[config.mk]
export PLATFORM = sky130hd
export DESIGN_NAME = tt_um_divider4
export DESIGN_NICKNAME = d
export VERILOG_FILES = /design/src/rtl/tt_um_divider4.sv
export SDC_FILE = /design/constraint.sdc
export NUM_CORES = 1
export LEC_CHECK = 0
export ABC_AREA = 1
export CAP_MARGIN = 25
export CORE_UTILIZATION = 35
export CTS_BUF_LIST = sky130_fd_sc_hd__clkbuf_2
export DETAILED_ROUTE_END_ITERATION = 10
export PLACE_DENSITY = 0.64
export SYNTH_ARGS = -nofsm -noshare
export SYNTH_HDL_FRONTEND = slang
export SYNTH_SLANG_ARGS = --single-unit
[constraint.sdc]
create_clock -name clk -period 1.3 [get_ports clk]
set_input_delay 0.195 -clock clk [delete_from_list [all_inputs] [get_ports clk]]
set_output_delay 0.195 -clock clk [all_outputs]
set_load 0.1 [all_outputs]
[src/rtl/tt_um_divider4.sv]
// Sequential unsigned restoring divider tile: one quotient bit per clock, MSB first,
// 4-phase start/done handshake on uio, quotient/remainder on uo_out.
module tt_um_divider4 #(
    parameter int unsigned WIDTH = 4
) (
    input  logic       clk,
    input  logic       rst_n,
    input  logic       ena,
    input  logic [7:0] ui_in,
    input  logic [7:0] uio_in,
    output logic [7:0] uo_out,
    output logic [7:0] uio_out,
    output logic [7:0] uio_oe
);

    typedef enum logic [1:0] {
        S_IDLE,
        S_RUN,
        S_DONE
    } state_t;

    localparam logic [1:0] LAST_STEP = 2'(WIDTH - 1);

    state_t           r_state;
    state_t           w_next_state;

    logic [WIDTH-1:0] r_dvd;        // dividend, shifts left; quotient bits enter at LSB
    logic [WIDTH-1:0] r_dvs;
    logic [WIDTH-1:0] r_rem;        // partial remainder
    logic [1:0]       r_cnt;
    logic [WIDTH-1:0] r_res_quo;
    logic [WIDTH-1:0] r_res_rem;
    logic             r_dbz;

    logic             w_start;
    logic [WIDTH-1:0] w_in_dvd;
    logic [WIDTH-1:0] w_in_dvs;
    logic             w_in_zero;
    logic [WIDTH:0]   w_trial;
    logic [WIDTH:0]   w_diff;
    logic             w_qbit;
    logic [WIDTH-1:0] w_rem_next;
    logic [WIDTH-1:0] w_dvd_next;
    logic             w_busy;
    logic             w_done;
    logic             w_unused;

    assign w_start   = uio_in[0];
    assign w_in_dvd  = ui_in[WIDTH-1:0];
    assign w_in_dvs  = ui_in[4 +: WIDTH];
    assign w_in_zero = (w_in_dvs == '0);

    // The partial remainder can have its MSB set, so the trial value keeps all of it
    // plus the incoming dividend bit (WIDTH+1 bits) before comparing to the divisor.
    assign w_trial    = {r_rem, r_dvd[WIDTH-1]};
    assign w_diff     = w_trial - {1'b0, r_dvs};
    assign w_qbit     = (w_trial >= {1'b0, r_dvs});
    assign w_rem_next = w_qbit ? w_diff[WIDTH-1:0] : w_trial[WIDTH-1:0];
    assign w_dvd_next = {r_dvd[WIDTH-2:0], w_qbit};

    assign w_unused = &{1'b0, ena, uio_in, ui_in};

    // State register with synchronous active-low reset
    always_ff @(posedge clk) begin
        if (!rst_n) begin
            r_state <= S_IDLE;
        end else begin
            r_state <= w_next_state;
        end
    end

    // Next-state logic: IDLE waits for start, RUN counts WIDTH steps, DONE waits for start low
    always_comb begin
        w_next_state = r_state;
        case (r_state)
            S_IDLE: begin
                if (w_start) begin
                    w_next_state = w_in_zero ? S_DONE : S_RUN;
                end
            end
            S_RUN: begin
                if (r_cnt == LAST_STEP) begin
                    w_next_state = S_DONE;
                end
            end
            S_DONE: begin
                if (!w_start) begin
                    w_next_state = S_IDLE;
                end
            end
            default: w_next_state = S_IDLE;
        endcase
    end

    // Handshake status decoded from state
    always_comb begin
        w_busy = 1'b0;
        w_done = 1'b0;
        case (r_state)
            S_RUN:   w_busy = 1'b1;
            S_DONE:  w_done = 1'b1;
            default: ;
        endcase
    end

    // Datapath: operand load in IDLE, one restoring step per RUN edge, result load on last step
    always_ff @(posedge clk) begin
        if (!rst_n) begin
            r_dvd     <= '0;
            r_dvs     <= '0;
            r_rem     <= '0;
            r_cnt     <= '0;
            r_res_quo <= '0;
            r_res_rem <= '0;
            r_dbz     <= 1'b0;
        end else begin
            case (r_state)
                S_IDLE: begin
                    if (w_start) begin
                        r_dvd <= w_in_dvd;
                        r_dvs <= w_in_dvs;
                        r_rem <= '0;
                        r_cnt <= '0;
                        r_dbz <= w_in_zero;
                        if (w_in_zero) begin
                            r_res_quo <= '1;
                            r_res_rem <= w_in_dvd;
                        end
                    end
                end
                S_RUN: begin
                    r_dvd <= w_dvd_next;
                    r_rem <= w_rem_next;
                    r_cnt <= 2'(r_cnt + 2'd1);
                    if (r_cnt == LAST_STEP) begin
                        r_res_quo <= w_dvd_next;
                        r_res_rem <= w_rem_next;
                    end
                end
                default: ;
            endcase
        end
    end

    assign uo_out  = {4'(r_res_rem), 4'(r_res_quo)};
    assign uio_out = {4'b0000, r_dbz, w_done, w_busy, 1'b0};
    assign uio_oe  = 8'b0000_1110;

endmodule

**Word-level counts from Yosys, hierarchy flattened**

Cells that the tools add are included.

- Add/sub/neg operators: 2
- $lt $le $gt $ge: 1
- Equal/unequal tests: 7
- Muxes and demuxes: 22
- Reductions and logical operators: 7

Operators with widths:

| kind | number |
|---|---|
| 2-to-1 mux 4 bit | 9 |
| case mux 4 bit (2 select lines) | 4 |
| 2-to-1 mux 2 bit | 5 |
| != test 2 bit (second input constant) | 4 |
| case mux 2 bit (3 select lines) | 1 |
| greater-or-equal comparator 5 x 4 -> 1 bit | 1 |
| equality test 2 bit (second input constant) | 2 |
| zero test 4 bit | 1 |
| case mux 2 bit (2 select lines) | 1 |
| AND reduction 2 bit | 2 |
| AND reduction 4 bit | 1 |
| subtractor 4 bit | 1 |
| AND reduction 3 bit | 1 |
| adder 2 x 1 -> 2 bit (second input constant) | 1 |
| equality test 2 x 1 -> 1 bit (second input constant) | 1 |
| zero test 2 bit | 1 |
| 2-to-1 mux 1 bit | 2 |
| nonzero test 2 bit | 1 |

- Register bits: 25
- Logic and storage cells: 47

**Longest topological paths before layout**

Gate-level depths: netlist (run 1).

- Word-level depth: 4
- Mapped depth: 11
- Gate-level depth less buffers: 11

**Worst setup path before layout (run 1)**

Ideal clock, no wire load.

- Kind: register to register
- Start point: reg r_dvs[2]
- End point: reg r_rem[1]
- Data arrival time: 1.347 ns
- Required time: 1.190 ns
- Setup slack: -0.157 ns
- Cell stages (with the launch flop): 11
- Buffers on the path: 0
- Clock period less this slack: 1.457 ns
- Cell sequence: dfxtp_1 > inv_1 > ha_1 > a21oi_2 > nand3_1 > nand2_2 > nand2_2 > nand3_1 > nand3_1 > nand2_1 > inv_1

- Longest elaborated chain between the ends: 3

RTL lines:

| what | RTL line | source |
|---|---|---|
| start: declaration | 28 | `logic [WIDTH-1:0] r_dvs;` |
| start signal: assignment | 121 | `r_dvs <= w_in_dvs;` |
| greater-or-equal comparator 5 x 4 -> 1 bit | 57 | `assign w_qbit = (w_trial >= {1'b0, r_dvs});` |
| 2-to-1 mux 4 bit | 58 | `assign w_rem_next = w_qbit ? w_diff[WIDTH-1:0] : w_trial[WIDTH-1:0];` |
| case mux 4 bit (2 select lines) | 117 | `case (r_state)` |
| end signal: assignment | 133 | `r_rem <= w_rem_next;` |
| end: declaration | 29 | `logic [WIDTH-1:0] r_rem;` |

No other way between the ends.
A chain may end at the register's enable or synchronous reset.

**Worst setup path after layout (run 1)**

- Start point: reg r_dvs[2]
- End point: reg r_res_rem[3]

- Longest elaborated chain between the ends: 4
- Elaborated cells between the ends (all ways): 5
- Classes of those cells: 1 x add/sub; 1 x order compare; 3 x mux

RTL lines:

| what | RTL line | source |
|---|---|---|
| subtractor 4 bit / greater-or-equal comparator 5 x 4 -> 1 bit (equally long branches) | 56, 57 |  |
| 2-to-1 mux 4 bit (*) | 58 |  |
| 2-to-1 mux 4 bit (*) | 135 | `if (r_cnt == LAST_STEP) begin` |
| case mux 4 bit (2 select lines) (*) | 117 |  |
| end signal: assignment | 127 | `r_res_rem <= w_in_dvd;` |
| end signal: assignment | 137 | `r_res_rem <= w_rem_next;` |
| end: declaration | 32 | `logic [WIDTH-1:0] r_res_rem;` |

Every way passes the cells marked *; elsewhere a longest branch is shown, timed or not. The select of a mux whose other input is x is not followed.

==> metrics, run 1 <==
area share of fa/ha/maj cells after synthesis 0.0597; n_diodes 0; Clk Latency, worst-skew pair around 0.35 ns; failing checks setup timing; Finished Core Util 0.566; Die ar. 4210 sq um; Startpoint Class register; Avg WL per Cell 10.6 microns; pwr dens ~1500 nW/um^2; Cell Area, Placed 1880 sq um; Synth Cell Area 1380 sq um; unrepaired setup endpoints after global routing true; CTS root buffer clkbuf_2; cell taking the most area after synthesis dfxtp_1; fin cells 280; worst hold path class input pin to register; hold slack between 0.4 and 0.5 ns; vias per cell 4.56; die height between 60 and 70 microns; Final WS setup -0.129 ns; Max Root-Sink Buffers 2; TritonCTS clock tree yes; remaining global-route overflow 0; status finished with violations; layout cells sized above 1 0.388; LEAKAGE 0.000993 uW; fmax between 600 and 700 MHz; Core ar. 3720 sq um; Synth top area share 0.362; Synth cell types 25; Mean Syn Cell Area 7.32 sq um; Mapped Cells 189; EDFF count, synth 0; gr usage total 0.147; Clock Pin Slew Worst Setup and Hold Paths 0.26 ns; Max-cap violations 0; max-slew violations 0; synthesized flop and latch total 25; skew final 0.0208 ns; final worst-path cycle share 1.10; die width 64.9 microns; Cell Rows 22; final net count approximately 260; Iteration-0 DRC Markers 34; CTS buffer count 3; vias in the first global route 1,133; commonest cells after routing, fill and taps aside 25 x nor2_1, 25 x nand2_1, 24 x buf_4; VDD IR max between 800 and 900 uV; Antenna Violating Nets Remaining 0; CTS Hold Bufs 0; sequential share of the synthesized area 0.362; crit path kind register to register; Final Hold Viols 0; RePlAce Congestion 0.787; Area Overhead vs Synth 52.1%; Initial DRT Pass Iterations 5; Final min period 1.43 ns; post-synthesis simple-gate area fraction 0.292; crit path DAT 1.73 ns; Critical Path RT 1.60 ns; routed wire length 2980 microns; antenna violations before repair 0; worst-path fanout max 6; CTS sink cnt 25; H-tree Lvls 1; IO Pins 43; post-synthesis mux area share 0; setup violators final 12; initial core utilization 0.372; asr flop ratio synth 0; IO Port Bufs 21; Synth Flop Type dfxtp_1; Inst Count DP 270; Compound-Gate Fraction of Synth Area 0.109; top post-synthesis cells by area dfxtp_1 36%, buf_4 8.7%, nor2_1 7.1%, nand2_1 6.8%, nand3_1 6.5%; Ys Warns 0; largest net degree at the start of global routing 16; main combinational cell family by area after synthesis simple AND/OR/NAND/NOR gates; residual DRC count 0; post-route cell area between 2000 and 2500 sq um; number of vias in the routed layout 1,277; first-pass GRT wire length 4850 microns; hpwl dp 2090 microns; setup TNS -1.18 ns; crit end category register; xor/xnor cell area share of the yosys netlist 0.00633
## routing by layer
metal  up-vias  part of all wire  global-route usage
li1        664                 -                   -
met1       586              0.44               0.183
met2        25              0.51               0.260
met3         2             0.042              0.0158
met4         0            0.0064              0.0500
met5         -                 0                   0
## synth_stat cells, types with 3 or more instances
library cell	n
nor2_1	26
dfxtp_1	25
nand2_1	25
inv_1	20
nand3_1	18
buf_4	16
a21oi_1	13
o21ai_0	10
ha_1	5
nand2_2	4
nand4_1	4
nand2_4	3
nor2_2	3
## flip-flops by register name, summed over array words and instances (netlist names)
signal / cells
r_dvd: 4
r_dvs: 4
r_rem: 4
r_res_quo: 4
r_res_rem: 4
r_cnt: 2
r_state: 2
r_dbz: 1
## worst max-delay path, stage by stage, from the launching register on
cell and delay (ns):
dfxtp_2 0.37, inv_2 0.04, ha_4 0.27, a21oi_4 0.14, nand3_2 0.10, nand2_4 0.11, nand2_4 0.09, nand3_2 0.10
nand3_2 0.07, nand2_1 0.06, inv_1 0.03
## worst paths after layout
| check | cells after the start | to | startpoint | slack, ns |
|---|---|---|---|---|
| max reg2reg | 10 | r_res_rem[3] | r_dvs[2] | -0.13 |
| min | 3 | r_dvd[2] | ui_in[2] | 0.45 |
| min reg2reg | 1 | r_cnt[0] | r_cnt[0] | 0.47 |
| max | 10 | r_res_rem[3] | r_dvs[2] | -0.13 |
## stage by stage
stage	setup slack [ns]	total power, uW
global route	-0.223	3310
global placement	-0.175	2550
CTS	-0.134	3010
detailed placement	-0.187	2560
floorplan	-0.0724	2110
finish	-0.129	3120
## repair_timing
action | 4_1_cts | 5_1_grt
pin swaps | 8 | 9
endpoints found under the setup margin | 12 | 17
gates resized for setup | 25 | 13
setup buffers | 4 | 3
## report_power, final
group | switching [uW] | internal [uW]
Combinational | 1130 | 695
Sequential | 98.1 | 881
Clock | 241 | 71.4
Total | 1470 | 1650
## area by class of cell
type | count | area (sq um)
multi-input cells | 132 | 871
clock inverters | 1 | 7.51
clock buffers | 3 | 15.0
inverters | 24 | 105
flip-flops and latches | 25 | 513
fillers | 346 | 1610
repair buffers | 47 | 532
well taps | 48 | 60.1
## cell families after synthesis
group,after synthesis
fa+ha+maj,6
compound gates,28
buf+inv,43
flops,25
simple gates,84
xor+xnor,1
other cells,2
(Power assumes the default switching activity.)
==> run 2: changes to the inputs <==
GPL_ROUTABILITY_DRIVEN = 0   (was default)
==> results of run 2 <==
The final DEF is identical to that of run 1; final timing and power are the same.
==> run 3: changes to the inputs <==
GPL_ROUTABILITY_DRIVEN = default   (was 0)
==> results of run 3 <==
The final DEF is identical to that of run 1; final timing and power are the same.
